File: src/rtl/fifo_sync_level.sv
// Single-clock first-word-fall-through FIFO using all 2^log_depth entries, with
// occupancy count, almost-full/almost-empty thresholds and sticky error flags.
module fifo_sync_level #(
   parameter int width     = 20,
   parameter int log_depth = 3,
   parameter int af_thresh = (1 << log_depth) - 2,
   parameter int ae_thresh = 1
) (
   input  logic                 clk,
   input  logic                 rst,
   input  logic                 clr_err,
   input  logic                 val_wr,
   input  logic [width-1:0]     data_wr,
   input  logic                 val_rd,
   output logic [width-1:0]     data_rd,
   output logic [log_depth:0]   count,
   output logic                 empty,
   output logic                 full,
   output logic                 almost_empty,
   output logic                 almost_full,
   output logic                 overflow,
   output logic                 underflow
);

   localparam int DEPTH = 1 << log_depth;
   localparam logic [log_depth:0] FULL_CNT = {1'b1, {log_depth{1'b0}}};
   localparam logic [log_depth:0] AF_CNT   = af_thresh[log_depth:0];
   localparam logic [log_depth:0] AE_CNT   = ae_thresh[log_depth:0];

   logic [width-1:0]     mem [0:DEPTH-1];
   logic [log_depth-1:0] wr_ptr, rd_ptr;
   logic                 rd_acc, wr_acc;

   assign empty        = (count == '0);
   assign full         = (count == FULL_CNT);
   assign almost_empty = (count <= AE_CNT);
   assign almost_full  = (count >= AF_CNT);

   // A full FIFO still takes a write when the head is popped in the same cycle.
   assign rd_acc = val_rd & ~empty;
   assign wr_acc = val_wr & (~full | rd_acc);

   assign data_rd = mem[rd_ptr];

   always_ff @(posedge clk) begin
      if (!rst && wr_acc)
         mem[wr_ptr] <= data_wr;
   end

   always_ff @(posedge clk) begin
      if (rst) begin
         wr_ptr <= '0;
         rd_ptr <= '0;
         count  <= '0;
      end else begin
         if (wr_acc) wr_ptr <= wr_ptr + 1'b1;
         if (rd_acc) rd_ptr <= rd_ptr + 1'b1;
         case ({wr_acc, rd_acc})
            2'b10:   count <= count + 1'b1;
            2'b01:   count <= count - 1'b1;
            default: count <= count;
         endcase
      end
   end

   // A fresh error wins over a coincident clear.
   always_ff @(posedge clk) begin
      if (rst) begin
         overflow  <= 1'b0;
         underflow <= 1'b0;
      end else begin
         if (val_wr && !wr_acc)  overflow <= 1'b1;
         else if (clr_err)       overflow <= 1'b0;
         if (val_rd && !rd_acc)  underflow <= 1'b1;
         else if (clr_err)       underflow <= 1'b0;
      end
   end

endmodule

File: config.mk
export PLATFORM = sky130hd
export DESIGN_NAME = fifo_sync_level
export DESIGN_NICKNAME = d
export VERILOG_FILES = /design/src/rtl/fifo_sync_level.sv
export SDC_FILE = /design/constraint.sdc
export NUM_CORES = 1
export LEC_CHECK = 0
export BUFFER_PORTS_ARGS = -buffer_cell sky130_fd_sc_hd__clkbuf_2
export CORE_ASPECT_RATIO = 0.7
export CORE_MARGIN = 2
export CORE_UTILIZATION = 50
export CTS_CLUSTER_DIAMETER = 30
export DETAILED_ROUTE_END_ITERATION = 16
export GPL_TIMING_DRIVEN = 0
export HOLD_SLACK_MARGIN = 0.02
export PLACE_DENSITY = 0.69
export SLEW_MARGIN = 20
export SYNTH_ARGS = -nofsm -noshare
export SYNTH_HDL_FRONTEND = slang
export SYNTH_SLANG_ARGS = --single-unit
File: constraint.sdc
create_clock -name clk -period 4.9 [get_ports clk]
set_clock_uncertainty 0.15 [all_clocks]
set_input_delay 0.245 -clock clk [delete_from_list [all_inputs] [get_ports clk]]
set_output_delay 0.245 -clock clk [all_outputs]
set_load 0.02 [all_outputs]
# Word-level counts from Yosys, hierarchy flattened
# Memories as Yosys holds them, arrays and structs flattened. A register that Yosys moved wholly into a read port is not among the register bits.
# Index checks and enable logic that the tools add are counted.
[op_classes] add_sub_neg=4 n_mul=0 div_mod_pow=0 magnitude_cmp=2 n_eq_ne=3 shifts=0 mux=8 bitwise=5 reduce_logical=10
[ops] cell="case mux 4 bit (2 select lines)" count=1
[ops] cell="adder 3 x 1 -> 3 bit (second input constant)" count=2
[ops] cell="2-to-1 mux 3 bit" count=2
[ops] cell="nonzero test 2 bit" count=3
[ops] cell="2-to-1 mux 1 bit" count=5
[ops] cell="adder 4 x 1 -> 4 bit (second input constant)" count=1
[ops] cell="equality test 4 bit (second input constant)" count=1
[ops] cell="greater-or-equal comparator 4 x 3 -> 1 bit (second input constant)" count=1
[ops] cell="less-or-equal comparator 4 x 1 -> 1 bit (second input constant)" count=1
[ops] cell="logical NOT 4 bit" count=1
[ops] cell="subtractor 4 x 1 -> 4 bit (second input constant)" count=1
[ops] cell="logical AND 1 bit" count=3
[ops] cell="logical NOT 1 bit" count=3
[ops] cell="bitwise AND 1 bit" count=2
[ops] cell="equality test 2 x 1 -> 1 bit (second input constant)" count=1
[ops] cell="equality test 2 bit (second input constant)" count=1
[ops] cell="inverter 1 bit" count=2
[ops] cell="OR 1 bit" count=1
[word_totals] register_bits=12 latch_bits=0 mem_bits_rw=160 romBits=0 output_inout_bits=30 wordCells=38 mem_count=1
[mem_list] name="mem" depth=8 word_bits=20 read_ports=1 rd_ports_with_merged_regs=1 write_ports=1 line_no="30" rtl="logic [width-1:0] mem [0:DEPTH-1];"

# Longest topological paths before layout
[logic_depth] depth_word=8 depth_mapped=6 ltp_nobuf=6

# Worst setup path after synthesis
# OpenSTA, ideal clock, no wires.
[synth_timing] path_kind="register to register" start="reg count[0]" end="mem mem[2][0] (enable)" setup_ns=0.455 arrival_time_ns=3.524 required_ns=4.295 setup_slack_ns=0.771 stages_incl_launch_ff=7 cell_sequence="dfxtp_1 inv_1 ha_1 nand3b_1 o21a_1 nand2b_1 nor4b_1"
[synth_between] elab_chain_len=8 word_cells_on_any_way=10 classes_between="eq/ne (1); mux (2); bitwise (5); reduce/logical (2)"
[synth_rtl] element="from (decl)" line_no="16" rtl="output logic [log_depth:0] count,"
[synth_rtl] element="from (signal assigned)" line_no="59" rtl="2'b10: count <= count + 1'b1;"
[synth_rtl] element="from (signal assigned)" line_no="60" rtl="2'b01: count <= count - 1'b1;"
[synth_rtl] element="from (signal assigned)" line_no="61" rtl="default: count <= count;"
[synth_rtl] element="logical NOT 4 bit" line_no="34" rtl="assign empty = (count == '0);"
[synth_rtl] element="inverter 1 bit" line_no="40" rtl="assign rd_acc = val_rd & ~empty;"
[synth_rtl] element="bitwise AND 1 bit" line_no="40"
[synth_rtl] element="OR 1 bit *" line_no="41" rtl="assign wr_acc = val_wr & (~full | rd_acc);"
[synth_rtl] element="bitwise AND 1 bit *" line_no="41"
[synth_rtl] element="logical AND 1 bit *" line_no="46" rtl="if (!rst && wr_acc)"
[synth_rtl] element="2-to-1 mux 1 bit *" line_no="46"
[synth_rtl] element="2-to-1 mux 1 bit (not written as such) *" line_no="47" rtl="mem[wr_ptr] <= data_wr;"
[synth_rtl] element="to (decl)" line_no="30"
# Every way passes the cells marked *; elsewhere a longest branch is shown, timed or not.

# Worst setup path in the final report
[layout_timing] start="reg count[0]" end="mem mem[3][19] (enable)"
# Same word-level chain as after synthesis.

==> results.cfg <==
[cts]
cts-root-buf = clkbuf_16
clock_latency_ns = 0.42
clk_path_buf_depth = 2
ctsResizeCount = 0
cts_tree = yes
cts_buffers = 17
cts_max_level = 4
clk_pin_slew_ns = 0.07
holdBufCountCts = 22
cts_setup_buffers = 0
cts.sinks = 175

[global_routing]
grt_overflow = 0
grt_max_degree = 21
grt_pass1_wl_mm = 19.9
gr-usage-met1_pct = 25.8
antenna_found_initial = 0
grt_usage_pct = 18.4
grt_util_met2_pct = 28.3
grt_pass1_vias = 3469
grt_busiest_layer = met2
use_met3_pct = 5.00

[timing]
final.period_utilization_pct = 61.3
min_period_ns = 3.00
fmax_mhz = 333
holdWs_ns = 0.0861
finalMaxSlewViolations = 0
worst_slew_pin_slew_ns = 0.798
rsz0062_at_grt = no
relSlewSlack_pct = 46.8
setup_viol = 0
setup_ws_ns = 1.90
hold_viol = 0

[drt]
wl_per_cell_um = 20.1
dr_total_vias = 3507
drc_errors = 0
viasPerCell = 5.39
wirelength_mm = 13.1
ant_nets = 0
drtIter0Drc = 260
drtPass1Iterations = 4

[worst_setup_path]
cp-start-kind = flip-flop
cp_max_fo = 7
crit_buf_inv = 3
path_delay_family = simple AND/OR/NAND/NOR gates
required_ns = 4.86
crit_chain = inv_1, ha_1, nand3b_1, o21a_1, nand2_1, nor4b_2, buf_4, buf_2
critPathKind = flip-flop to flip-flop
cp.arrival_ns = 2.97
end_kind = flip-flop
cp_slowest_cell = nor4b_2
cp-startpoint = count[0]$_SDFFE_PP0P_
critPathMaxStageDelay_ns = 0.56
r2r_start = count[0]$_SDFFE_PP0P_

[logic_synthesis]
yosysMostFrequentCell = edfxtp_1
synth.area.top_cells = edfxtp_1 (68%), mux4_1 (15%), dfxtp_1 (4.3%)
ys_ff_latch = 175
synth_ff_type = edfxtp_1
netlist_top_cells_count = edfxtp_1 (160), mux4_1 (40), mux2_2 (20)
async_flop_share_pct = 0
yosysTopAreaCellShare_pct = 68.4
synth.distinct_cells = 40
synth_top_area_cell = edfxtp_1
synthCells = 335
ys_warn_count = 0
syn_area_um2 = 7020
synth-edff-count = 160
synth-seq-area-share_pct = 72.7
syn_area_per_cell_um2 = 21.0
synth_fp_nets = 366

[layout]
syn2layout_area_growth_pct = 22.0
fillers = 990
seqCellArea_um2 = 5100
fin_nets = 479
final_cell_area_um2 = 8560
diodes = 0
drive_gt1_share_pct = 30.4
stdcell_count = 651
multi_input_area_um2 = 1850

[power_and_ir_drop]
p_leak_nw = 2.97
p_clk_share_pct = 36.3
powerDensity_nw_per_um2 = 442
swShare_pct = 25.7
p_comb_share_pct = 18.9
seq_power_share_pct = 44.8
p_int_mw = 2.81
max-vdd-ir-drop_mv = 0.294
p_switching_mw = 0.972
report.power.total_mw = 3.78

[run_status]
outcome = finished clean

[hold_path]
min_path_type = input pin to flip-flop
hp-start = val_wr

[placement]
dpl.hpwl_mm = 8.32
gp_congestion = 0.758
pre_cts_ws_ns = 1.89
placed_cells = 597
port_buffers = 54
place_area_um2 = 7730

[die]
fp.dieH_um = 103
die_x_um = 146
io_pins = 55
core_area_um2 = 13800
rows = 36
die-area_um2 = 15000
initial_core_util_pct = 50.8

[run]
maxCapViolations = 0
## routing by layer
layer | up-vias | wire length [um]
met3 | 13 | 513
met1 | 1773 | 6310
met2 | 85 | 6120
met5 | - | 0
met4 | 0 | 167
li1 | 1636 | -
## metrics by stage
stage	util, %	TNS, ns
final	61.9	0
after floorplan	-	0
after global placement	54.4	-89.37
after CTS	61.9	0
after global routing	61.9	0
after detailed placement	55.9	0
## logic make-up (layout without fill, tap and decap cells)
family,count (synthesis),after routing,share of synthesized area [%]
AOI/OAI and AO/OA,20,20,1.96
adders and majority gates,6,6,1.07
DFF,175,175,72.7
muxes,64,64,18.8
buffers and inverters,21,147,1.69
xor gates and xnor gates,4,4,0.499
and+or+nand+nor,45,45,3.28
## layout make-up
type,count,share of cell area (%)
buffer,17,1.21
clock buffer,17,4.97
inverter,4,0.175
timing repair buffer,94,7.51
clock inverter,15,2.12
multi-input combinational,139,21.6
sequential,175,59.6
tap,190,2.78
## flip-flops by register name, indices dropped and copies added (netlist names), named ones only
signal     cells
wr_ptr         3
count          4
rd_ptr         3
overflow       1
mem          160
underflow      1
## path summary, 6_finish.rpt
check | to | slack (ns) | cells past startpoint
worst max-delay path | mem[3][19]$_DFFE_PP_ | 1.90 | 8
worst min register to register | underflow$_SDFFE_PP0P_ | 0.37 | 2
worst min-delay path | wr_ptr[1]$_SDFFE_PP0P_ | 0.09 | 4
worst max register to register | mem[3][19]$_DFFE_PP_ | 1.90 | 8
## worst register-to-register path: stages, from the launching register on
cell	delay, ns
dfxtp_1	0.46
inv_1	0.12
ha_1	0.31
nand3b_1	0.20
o21a_1	0.20
nand2_1	0.21
nor4b_2	0.56
buf_4	0.26
buf_2	0.24
## power by group through the flow
stage	clock [mW]	combinational (mW)	sequential, mW
finish	1.37	0.714	1.70
global route	1.46	0.769	1.70
CTS	1.40	0.723	1.70
detailed placement	0	0.704	1.73
global placement	0	0.686	1.73
floorplan	0	0.491	1.74
## placed cells by master (no fill, tap or decap), types with 4 or more instances in the layout
cell,netlist,final
ha_1,6,6
inv_1,4,4
mux4_1,40,40
buf_6,5,5
nor2_4,0,4
dlygate4sd3_1,0,22
buf_2,2,11
xor2_1,4,4
edfxtp_1,160,160
clkbuf_1,7,7
inv_6,0,4
nor2b_1,4,4
mux2_2,20,20
buf_4,0,7
nand2_1,6,6
nor2_1,17,13
clkbuf_2,0,54
dfxtp_1,15,15
clkbuf_16,0,17
Note: power is estimated with default switching activity, not from simulation.
